**src/rtl/display_pkg.sv**
```systemverilog
// Shared constants and helpers for the multiplexed seven-segment display blocks.
package display_pkg;

  localparam int unsigned NUM_DIGITS = 4;
  localparam logic [3:0]  BLANK_CODE = 4'hF;
  localparam logic [3:0]  AN_OFF     = 4'b1111;

  // Digit k (k >= 1) is a leading zero when digits k..NUM_DIGITS-1 are all zero.
  function automatic logic lz_blanked(logic [4*NUM_DIGITS-1:0] digits, logic [1:0] k, logic lz);
    logic upper_zero;
    upper_zero = 1'b1;
    for (int i = 0; i < NUM_DIGITS; i++) begin
      if (i >= int'(k) && digits[4*i +: 4] != 4'h0) begin
        upper_zero = 1'b0;
      end
    end
    return lz && (k != 2'd0) && upper_zero;
  endfunction

endpackage

```
**src/rtl/refresh_tick.sv**
```systemverilog
// Free-running prescaler: counts 0..REFRESH_DIV-1 and flags the last count.
module refresh_tick #(
  parameter int unsigned REFRESH_DIV = 100000
) (
  input  logic                           clk,
  input  logic                           reset,
  output logic                           tick,
  output logic [$clog2(REFRESH_DIV)-1:0] cnt
);

  localparam int unsigned CntW = $clog2(REFRESH_DIV);

  logic [CntW-1:0] cnt_q, cnt_d;

  assign tick = (cnt_q == CntW'(REFRESH_DIV - 1));
  assign cnt  = cnt_q;

  always_comb begin
    cnt_d = tick ? '0 : cnt_q + CntW'(1);
  end

  always_ff @(posedge clk or posedge reset) begin
    if (reset) begin
      cnt_q <= '0;
    end else begin
      cnt_q <= cnt_d;
    end
  end

endmodule

```
**src/rtl/bcd_display_scan.sv**
```systemverilog
// Four-digit BCD display scanner with frame-coherent shadow registers, guard
// interval and leading-zero blanking. All outputs are registered.
module bcd_display_scan
  import display_pkg::*;
#(
  parameter int unsigned REFRESH_DIV = 100000,
  parameter int unsigned GUARD       = 2
) (
  input  logic        clk,
  input  logic        reset,
  input  logic [15:0] digits,
  input  logic [3:0]  dp_in,
  input  logic        blank_lz,
  output logic [3:0]  ABCD,
  output logic [3:0]  an,
  output logic        dp_n,
  output logic        blank
);

  localparam int unsigned CntW = $clog2(REFRESH_DIV);

  logic            tick;
  logic [CntW-1:0] cnt, cnt_nxt;

  logic [1:0]  idx_q, idx_d;
  logic [15:0] sh_digits_q, sh_digits_d;
  logic [3:0]  sh_dp_q, sh_dp_d;
  logic        sh_lz_q, sh_lz_d;

  logic [3:0] an_q, an_d;
  logic [3:0] abcd_q, abcd_d;
  logic       dp_n_q, dp_n_d;
  logic       blank_q, blank_d;
  logic       dark;

  refresh_tick #(
    .REFRESH_DIV(REFRESH_DIV)
  ) u_refresh_tick (
    .clk  (clk),
    .reset(reset),
    .tick (tick),
    .cnt  (cnt)
  );

  always_comb begin
    // Mirror the prescaler's next count so outputs track the upcoming slot position.
    cnt_nxt     = tick ? '0 : cnt + CntW'(1);
    idx_d       = tick ? idx_q + 2'd1 : idx_q;
    sh_digits_d = sh_digits_q;
    sh_dp_d     = sh_dp_q;
    sh_lz_d     = sh_lz_q;
    if (tick && idx_q == 2'd3) begin
      sh_digits_d = digits;
      sh_dp_d     = dp_in;
      sh_lz_d     = blank_lz;
    end

    dark = (32'(cnt_nxt) < GUARD) || lz_blanked(sh_digits_d, idx_d, sh_lz_d);

    an_d    = AN_OFF;
    abcd_d  = BLANK_CODE;
    dp_n_d  = 1'b1;
    blank_d = 1'b1;
    if (!dark) begin
      an_d    = ~(4'b0001 << idx_d);
      abcd_d  = sh_digits_d[{idx_d, 2'b00} +: 4];
      dp_n_d  = ~sh_dp_d[idx_d];
      blank_d = 1'b0;
    end
  end

  always_ff @(posedge clk or posedge reset) begin
    if (reset) begin
      idx_q       <= 2'd0;
      sh_digits_q <= '0;
      sh_dp_q     <= '0;
      sh_lz_q     <= 1'b0;
      an_q        <= AN_OFF;
      abcd_q      <= 4'h0;
      dp_n_q      <= 1'b1;
      blank_q     <= 1'b1;
    end else begin
      idx_q       <= idx_d;
      sh_digits_q <= sh_digits_d;
      sh_dp_q     <= sh_dp_d;
      sh_lz_q     <= sh_lz_d;
      an_q        <= an_d;
      abcd_q      <= abcd_d;
      dp_n_q      <= dp_n_d;
      blank_q     <= blank_d;
    end
  end

  assign ABCD  = abcd_q;
  assign an    = an_q;
  assign dp_n  = dp_n_q;
  assign blank = blank_q;

endmodule

```
**config.mk**
```make
export PLATFORM = sky130hd
export DESIGN_NAME = bcd_display_scan
export DESIGN_NICKNAME = d
export VERILOG_FILES = /design/src/rtl/display_pkg.sv /design/src/rtl/refresh_tick.sv /design/src/rtl/bcd_display_scan.sv
export SDC_FILE = /design/constraint.sdc
export NUM_CORES = 1
export LEC_CHECK = 0
export ABC_AREA = 1
export CAP_MARGIN = 20
export CELL_PAD_IN_SITES_DETAIL_PLACEMENT = 0
export CELL_PAD_IN_SITES_GLOBAL_PLACEMENT = 1
export CORE_MARGIN = 5
export CORE_UTILIZATION = 41
export CTS_CLUSTER_DIAMETER = 120
export CTS_CLUSTER_SIZE = 25
export DETAILED_ROUTE_END_ITERATION = 8
export PLACE_DENSITY_LB_ADDON = 0.1
export SKIP_CTS_REPAIR_TIMING = 1
export SLEW_MARGIN = 30
export SYNTH_ARGS = -nofsm -noshare
export SYNTH_HDL_FRONTEND = slang
export SYNTH_SLANG_ARGS = --single-unit
```
**constraint.sdc**
```tcl
create_clock -name clk -period 2.6 [get_ports clk]
set_input_delay 0.26 -clock clk [delete_from_list [all_inputs] [get_ports clk]]
set_output_delay 0.26 -clock clk [all_outputs]
set_load 0.01 [all_outputs]
```
==> Word-level counts from Yosys, hierarchy flattened <==
Index checks and enable logic that the tools add are counted.
Widths: inputs -> output; s select.
{ "word_totals": {"regBits": 50, "input_bits": 23, "output_inout_bits": 10} }
{ "op_classes": {"n_lt_le_gt_ge": 5, "add_sub_neg": 2, "n_shift": 2, "bitwise": 2, "eq_ne": 2, "n_reduce_logical": 12, "mux": 15} }
{ "ops": {"columns": ["cell", "count"], "rows": [
  ["$add 17x1->17 const B", 1],
  ["$eq 17x17->1 const B", 1],
  ["$lt 17x2->1 const B", 1],
  ["$mux 17", 1],
  ["$mux 16", 1],
  ["$reduce_bool 4->1", 4],
  ["$shiftx 16x5->4", 1],
  ["$mux 4", 3],
  ["$mux 1", 8],
  ["$logic_and 1x1->1", 6],
  ["$ge 1x2->1 const A", 2],
  ["$not 4->4", 1],
  ["$shl 1x2->4 const A", 1],
  ["$lt 2x3->1 const B", 1],
  ["$add 2x1->2 const B", 1],
  ["$bmux 1 s2", 1],
  ["$eq 2x2->1 const B", 1],
  ["$ge 2x2->1 const A", 1],
  ["$mux 2", 1],
  ["$reduce_bool 2->1", 1],
  ["$logic_or 1x1->1", 1],
  ["$not 1->1", 1]
]} }

==> Depth between registers and ports, before layout <==
{ "depth": {"ltp_word": 12, "mapped_depth": 14, "mapped_depth_nobuf": 14} }

==> Cells and area by module <==
From an unflattened synthesis, not the netlist that was laid out.
{ "hier_totals": {"hier_cells": 409, "hier_area_um2": 2976.6} }
{ "by_module_without_submodules": {"columns": ["mod", "area_each_um2", "cells_each", "instances", "seq_area_each_um2"], "rows": [
  ["bcd_display_scan", 1999.4, 265, 1, 833.3],
  ["refresh_tick", 977.2, 144, 1, 425.4]
]} }

==> Worst setup path before layout <==
OpenSTA, ideal clock, no wires.
{ "synth_path": {"path_type": "flip-flop to flip-flop", "start": "reg u_refresh_tick.cnt_q[0], in the netlist u_refresh_tick.cnt[0]", "end": "reg abcd_q[3], in the netlist ABCD[3]", "path_stages_with_launch": 15, "arrival_ps": 1696, "slack_ps": 774, "path_cell_list": "dfrtp_1 > ha_1 > nand2_1 > nor2_4 > nand3_2 > nor2_4 > nand2_2 > nand2_1 > o21ai_4 > nand2_1 > inv_1 > nand2_1 > nand2_1 > nor2_1 > nand3_1"} }
{ "synth_between": {"word_cells_on_any_way": 28, "cone_classes": "add/sub: 1; order compare: 4; eq/ne: 1; shift: 1; mux: 9; reduce/logical: 12"} }
{ "synth_lines": {"columns": ["item", "line_no", "rtl"], "rows": [
  ["start: declaration", "refresh_tick.sv:13", "logic [CntW-1:0] cnt_q, cnt_d;"],
  ["start signal: assignment", "refresh_tick.sv:26", "cnt_q <= cnt_d;"],
  ["$eq 17x17->1 *", "refresh_tick.sv:15", "assign tick = (cnt_q == CntW'(REFRESH_DIV - 1));"],
  ["$mux 2 *", "bcd_display_scan.sv:48", "idx_d = tick ? idx_q + 2'd1 : idx_q;"],
  ["named net idx_d[1]", "bcd_display_scan.sv:25", "logic [1:0] idx_q, idx_d;"],
  ["$ge 1x2->1", "display_pkg.sv:13", "if (i >= int'(k) && digits[4*i +: 4] != 4'h0) begin"],
  ["$logic_and 1x1->1", "display_pkg.sv:13", null],
  ["$mux 1 (4 in series)", "display_pkg.sv:13", null],
  ["$logic_and 1x1->1", "display_pkg.sv:17", "return lz && (k != 2'd0) && upper_zero;"],
  ["$logic_or 1x1->1", "bcd_display_scan.sv:58", "dark = (32'(cnt_nxt) < GUARD) || lz_blanked(sh_digits_d, idx_d, sh_lz_d);"],
  ["$mux 4 *", "bcd_display_scan.sv:64", "if (!dark) begin"],
  ["named net abcd_d[3]", "bcd_display_scan.sv:31", "logic [3:0] abcd_q, abcd_d;"],
  ["end signal: assignment", "bcd_display_scan.sv:79", "abcd_q <= 4'h0;"],
  ["end signal: assignment", "bcd_display_scan.sv:88", "abcd_q <= abcd_d;"],
  ["end: declaration", "bcd_display_scan.sv:31", null]
]} }
Mark *: on every way through the listed nets, which the timed path passes. The rest lies on a longest branch.

==> Worst setup path after layout <==
{ "layout_path": {"start": "reg u_refresh_tick.cnt_q[0], in the netlist u_refresh_tick.cnt[0]", "end": "reg an_q[3], in the netlist an[3]"} }
{ "layout_between": {"elab_chain_len": 12, "word_cells_on_any_way": 29, "cone_classes": "add/sub: 1; order compare: 4; eq/ne: 1; shift: 1; mux: 9; bitwise: 1; reduce/logical: 12"} }
{ "layout_lines": {"columns": ["item", "line_no", "rtl"], "rows": [
  ["branches (longest 11 deep; another with $add 17x1->17)", null, null],
  ["$mux 4 *", "bcd_display_scan.sv:64", null],
  ["named net an_d[3]", "bcd_display_scan.sv:30", "logic [3:0] an_q, an_d;"],
  ["end signal: assignment", "bcd_display_scan.sv:87", "an_q <= an_d;"],
  ["end: declaration", "bcd_display_scan.sv:30", null]
]} }
Mark *: on every way through the listed nets, which the timed path passes.

==> results by group <==
Outcome
  – Run status: completed

Synthesis
  – Seq/Total Area, Yosys: a little under half
  – Warning count from the yosys run: 0
  – Count of different cell masters after synthesis: 29
  – Post-synthesis register bit count: 50
  – Combined area of all synthesized cells: ~0.0027 sq mm
  – Number of cells produced by synthesis: 344
  – Average size of a mapped cell: 7.80 sq um
  – Total nets after synthesis: about 370

STA
  – Setup repair after global routing missed its margin: false
  – Setup TNS: 0 ps
  – Hold violation count in the final report: 0
  – Final worst-path cycle share: 86.1%
  – Worst slew margin relative to its limit: between 60% and 70%
  – Maximum operating frequency: 447 MHz
  – Pin slew with the least headroom to its limit: around 550 ps
  – Final worst path period need: 2240 ps
  – Fin Clk Skew: 4.33 ps
  – Max-slew violation count: 0
  – Setup violations, final: 0

Power and ir drop
  – Int Pwr: 1.11 mW
  – Static leakage power: 1.66 nW
  – Net switching power figure: 0.290 mW
  – Portion of total power attributed to the clock network: 38.8%
  – Switching share of power: 20.7%
  – Power density over cell area: 438 mW/mm^2
  – Sequential Power Share: a little under three fifths
  – Total chip power: 1.40 mW
  – Largest voltage drop on the vdd net: 0.254 mV
  – Share of power burned in combinational logic: between 5 and 6%

Floorplanning
  – IO Count: 33
  – Die W: 90.9 um
  – Std-Cell Rows: 29
  – Std-Cell Core Area: approximately 0.0063 sq mm
  – Die ar.: about 0.0083 sq mm
  – Die height: 90.9 um
  – Starting utilization of the core area: a little over two fifths

Critical path
  – Category of cells accounting for the largest share of critical-path delay: simple AND/OR/NAND/NOR gates
  – Biggest cell delay along the critical path: 380 ps
  – Library cell contributing the largest single delay on the critical path: dfrtp_1
  – Worst Path Max Fanout: 10
  – Origin of the critical flop-to-flop path: u_refresh_tick.cnt[0]
  – Start point of the critical path: u_refresh_tick.cnt[0]
  – CP dominant cell by count: nand2_1
  – Endpoint of the worst register-to-register path: an[3]
  – Worst reg-to-reg path cell count: 12
  – Critical path destination: an[3]
  – Critical Path Start Type: flop
  – Critical Path Sink Type: flop
  – Data required time of the critical path: 2840 ps
  – Buffers plus inverters on the worst setup path: 0
  – Arrival time at the worst endpoint: around 2500 ps
  – Register-to-register path setup slack: 360 ps
  – Cells along the critical path: ha_1 -> nand2_1 -> nor2_4 -> nand2_1 -> nor2_1 -> nand3_1 -> xor2_1 -> nand2_1 -> nand2_1 -> nor2_1 -> nand3_2 -> nand3_1
  – Kind of critical path: reg -> reg
  – Levels on crit path: 12

Placed design
  – Number of I/O port buffers: 32
  – Post-DP HPWL: 4.97 mm
  – Total cell area at the placement stage: 0.00310 sq mm
  – Final GP Congestion: 0.909
  – # placed instances: 451

Clock tree
  – Latest clock arrival within the worst-skew pair: ~300 ps
  – CTS tree: built
  – Clk Tree Root Cell: clkbuf_8
  – Clock input transition at the sequential cells of the worst setup and hold paths: 90 ps
  – Clock sink count: 50
  – H-tree level count: 2
  – Largest buffer count on any clock path: 2
  – Total clock buffers created by CTS: 5

Final layout
  – Non-Filler Cell Area, Final: 0.00320 sq mm
  – # diodes: 0
  – Nets: 406
  – Final non-filler cell total: roughly 460
  – Area grow syn2layout: 19.4%
  – Commonest cells after routing, fill and taps aside: nand2_1, inv_1, nor2_1
  – Fraction of layout instances using a drive strength above 1: 10.2%
  – Leading cell type in the layout, fill and taps excluded: nand2_1

GRT
  – Antenna violations before repair: 0
  – Remaining global-route overflow: 0
  – Global-route usage over all layers: 16.4%
  – First-pass GRT wire length: 11.0 mm
  – Vias in the first global route: between 2k and 2.5k
  – Largest net degree at the start of global routing: 27

Routing
  – Post-route DRC violation count: 0
  – Number of vias per cell after detailed routing: 4.79
  – Routed wirelength normalized by instance count: roughly 14 um
  – First-pass DRT Iterations: 4
  – Antenna viol nets, final: 0
  – Via Count: 2197
  – Number of design-rule violations left by the first detailed-router iteration: 99
  – Total wirelength of the detailed-routed design: 6.39 mm

Run
  – Number of max-capacitance violations reported: 0

Min path
  – Min-Delay Path Class: in -> async
## metal layers
metal	track usage [%]	vias to the layer above	wire length [um]
met4	3.42	0	56
met3	3.58	5	349
met5	0	-	0
met2	22.3	58	2520
li1	-	1134	-
met1	26.3	1000	3460
## registers in the layout (all words and copies together), names as in the netlist
signal and flops:
u_refresh_tick.cnt 17, dp_n 1, sh_lz_q 1, blank 1, sh_dp_q 4, idx_q 2
sh_digits_q 16, an 4, ABCD 4
## power by group through the flow
| stage | clock network (mW) | logic, mW | registers [mW] |
|---|---|---|---|
| 3_5_place_dp | 0 | 0.0755 | 0.800 |
| 4_1_cts | 0.563 | 0.0760 | 0.785 |
| 3_3_place_gp | 0 | 0.0755 | 0.800 |
| 5_1_grt | 0.598 | 0.0820 | 0.786 |
| 2_1_floorplan | 0 | 0.0209 | 0.802 |
| 6_report | 0.545 | 0.0737 | 0.785 |
## metrics by stage
| step | setup WS (ps) | utilization [%] | hold slack [ps] |
|---|---|---|---|
| final | 361 | 50.5 | 323 |
| after global placement | 326 | 48.8 | 444 |
| after CTS | 317 | 50.5 | 339 |
| after floorplan | 774 | - | 395 |
| after global routing | 85.2 | 50.5 | 379 |
| after detailed placement | 340 | 48.8 | 457 |
## how the worst min path moves through the flow
stage                     slack (ps)                     to  cells after the start             startpoint
after global routing             380                ABCD[1]                      2                  reset
after global placement           440  u_refresh_tick.cnt[0]                      1  u_refresh_tick.cnt[0]
after detailed placement         460  u_refresh_tick.cnt[0]                      1  u_refresh_tick.cnt[0]
after floorplan                  390         sh_digits_q[5]                      2              digits[5]
final                            320                ABCD[1]                      2                  reset
after CTS                        340  u_refresh_tick.cnt[5]                      2                  reset
## cells in the mapped netlist
| master | instances | share of area [%] |
|---|---|---|
| nand2_1 | 92 | 13 |
| inv_1 | 55 | 7.7 |
| nor2_1 | 47 | 6.6 |
| dfrtp_1 | 44 | 41 |
| nand3_1 | 31 | 5.8 |
| o21ai_0 | 10 | 1.9 |
| nand4_1 | 9 | 2.1 |
| xor2_1 | 9 | 2.9 |
| dfstp_2 | 6 | 5.9 |
| nor3_1 | 5 | 0.93 |
| inv_2 | 4 | 0.56 |
| nor2_4 | 4 | 1.7 |
| nand2_2 | 3 | 0.70 |
| nand3_2 | 3 | 1.1 |
| a21oi_1 | 2 | 0.37 |
| ha_1 | 2 | 0.93 |
| nand3_4 | 2 | 1.3 |
| nor2_2 | 2 | 0.47 |
| nor3_4 | 2 | 1.2 |
| o21ai_1 | 2 | 0.37 |
| o21ai_4 | 2 | 1.2 |
| buf_4 | 1 | 0.28 |
| buf_6 | 1 | 0.42 |
| clkbuf_1 | 1 | 0.14 |
| clkinv_1 | 1 | 0.14 |
| nand3b_1 | 1 | 0.28 |
| nand4_2 | 1 | 0.47 |
| nor3_2 | 1 | 0.37 |
| o21ai_2 | 1 | 0.33 |
## layout make-up
type	instances	area (sq um)
Sequential cell	50	1260
Inverter	60	225
Timing Repair Buffer	33	340
Fill cell	650	3150
Clock buffer	7	76.3
Tap cell	77	96.3
Multi-Input combinational cell	231	1180
Clock inverter	1	30.0
## cell families after synthesis
family	share of synthesized area, %
AO/OA/AOI/OAI	4.15
XOR/XNOR	2.94
adder cells (fa/ha/maj)	0.932
buffers and inverters	9.23
flip-flops	46.9
AND/OR/NAND/NOR	35.9
No activity file was read; power rests on OpenSTA's default activity.
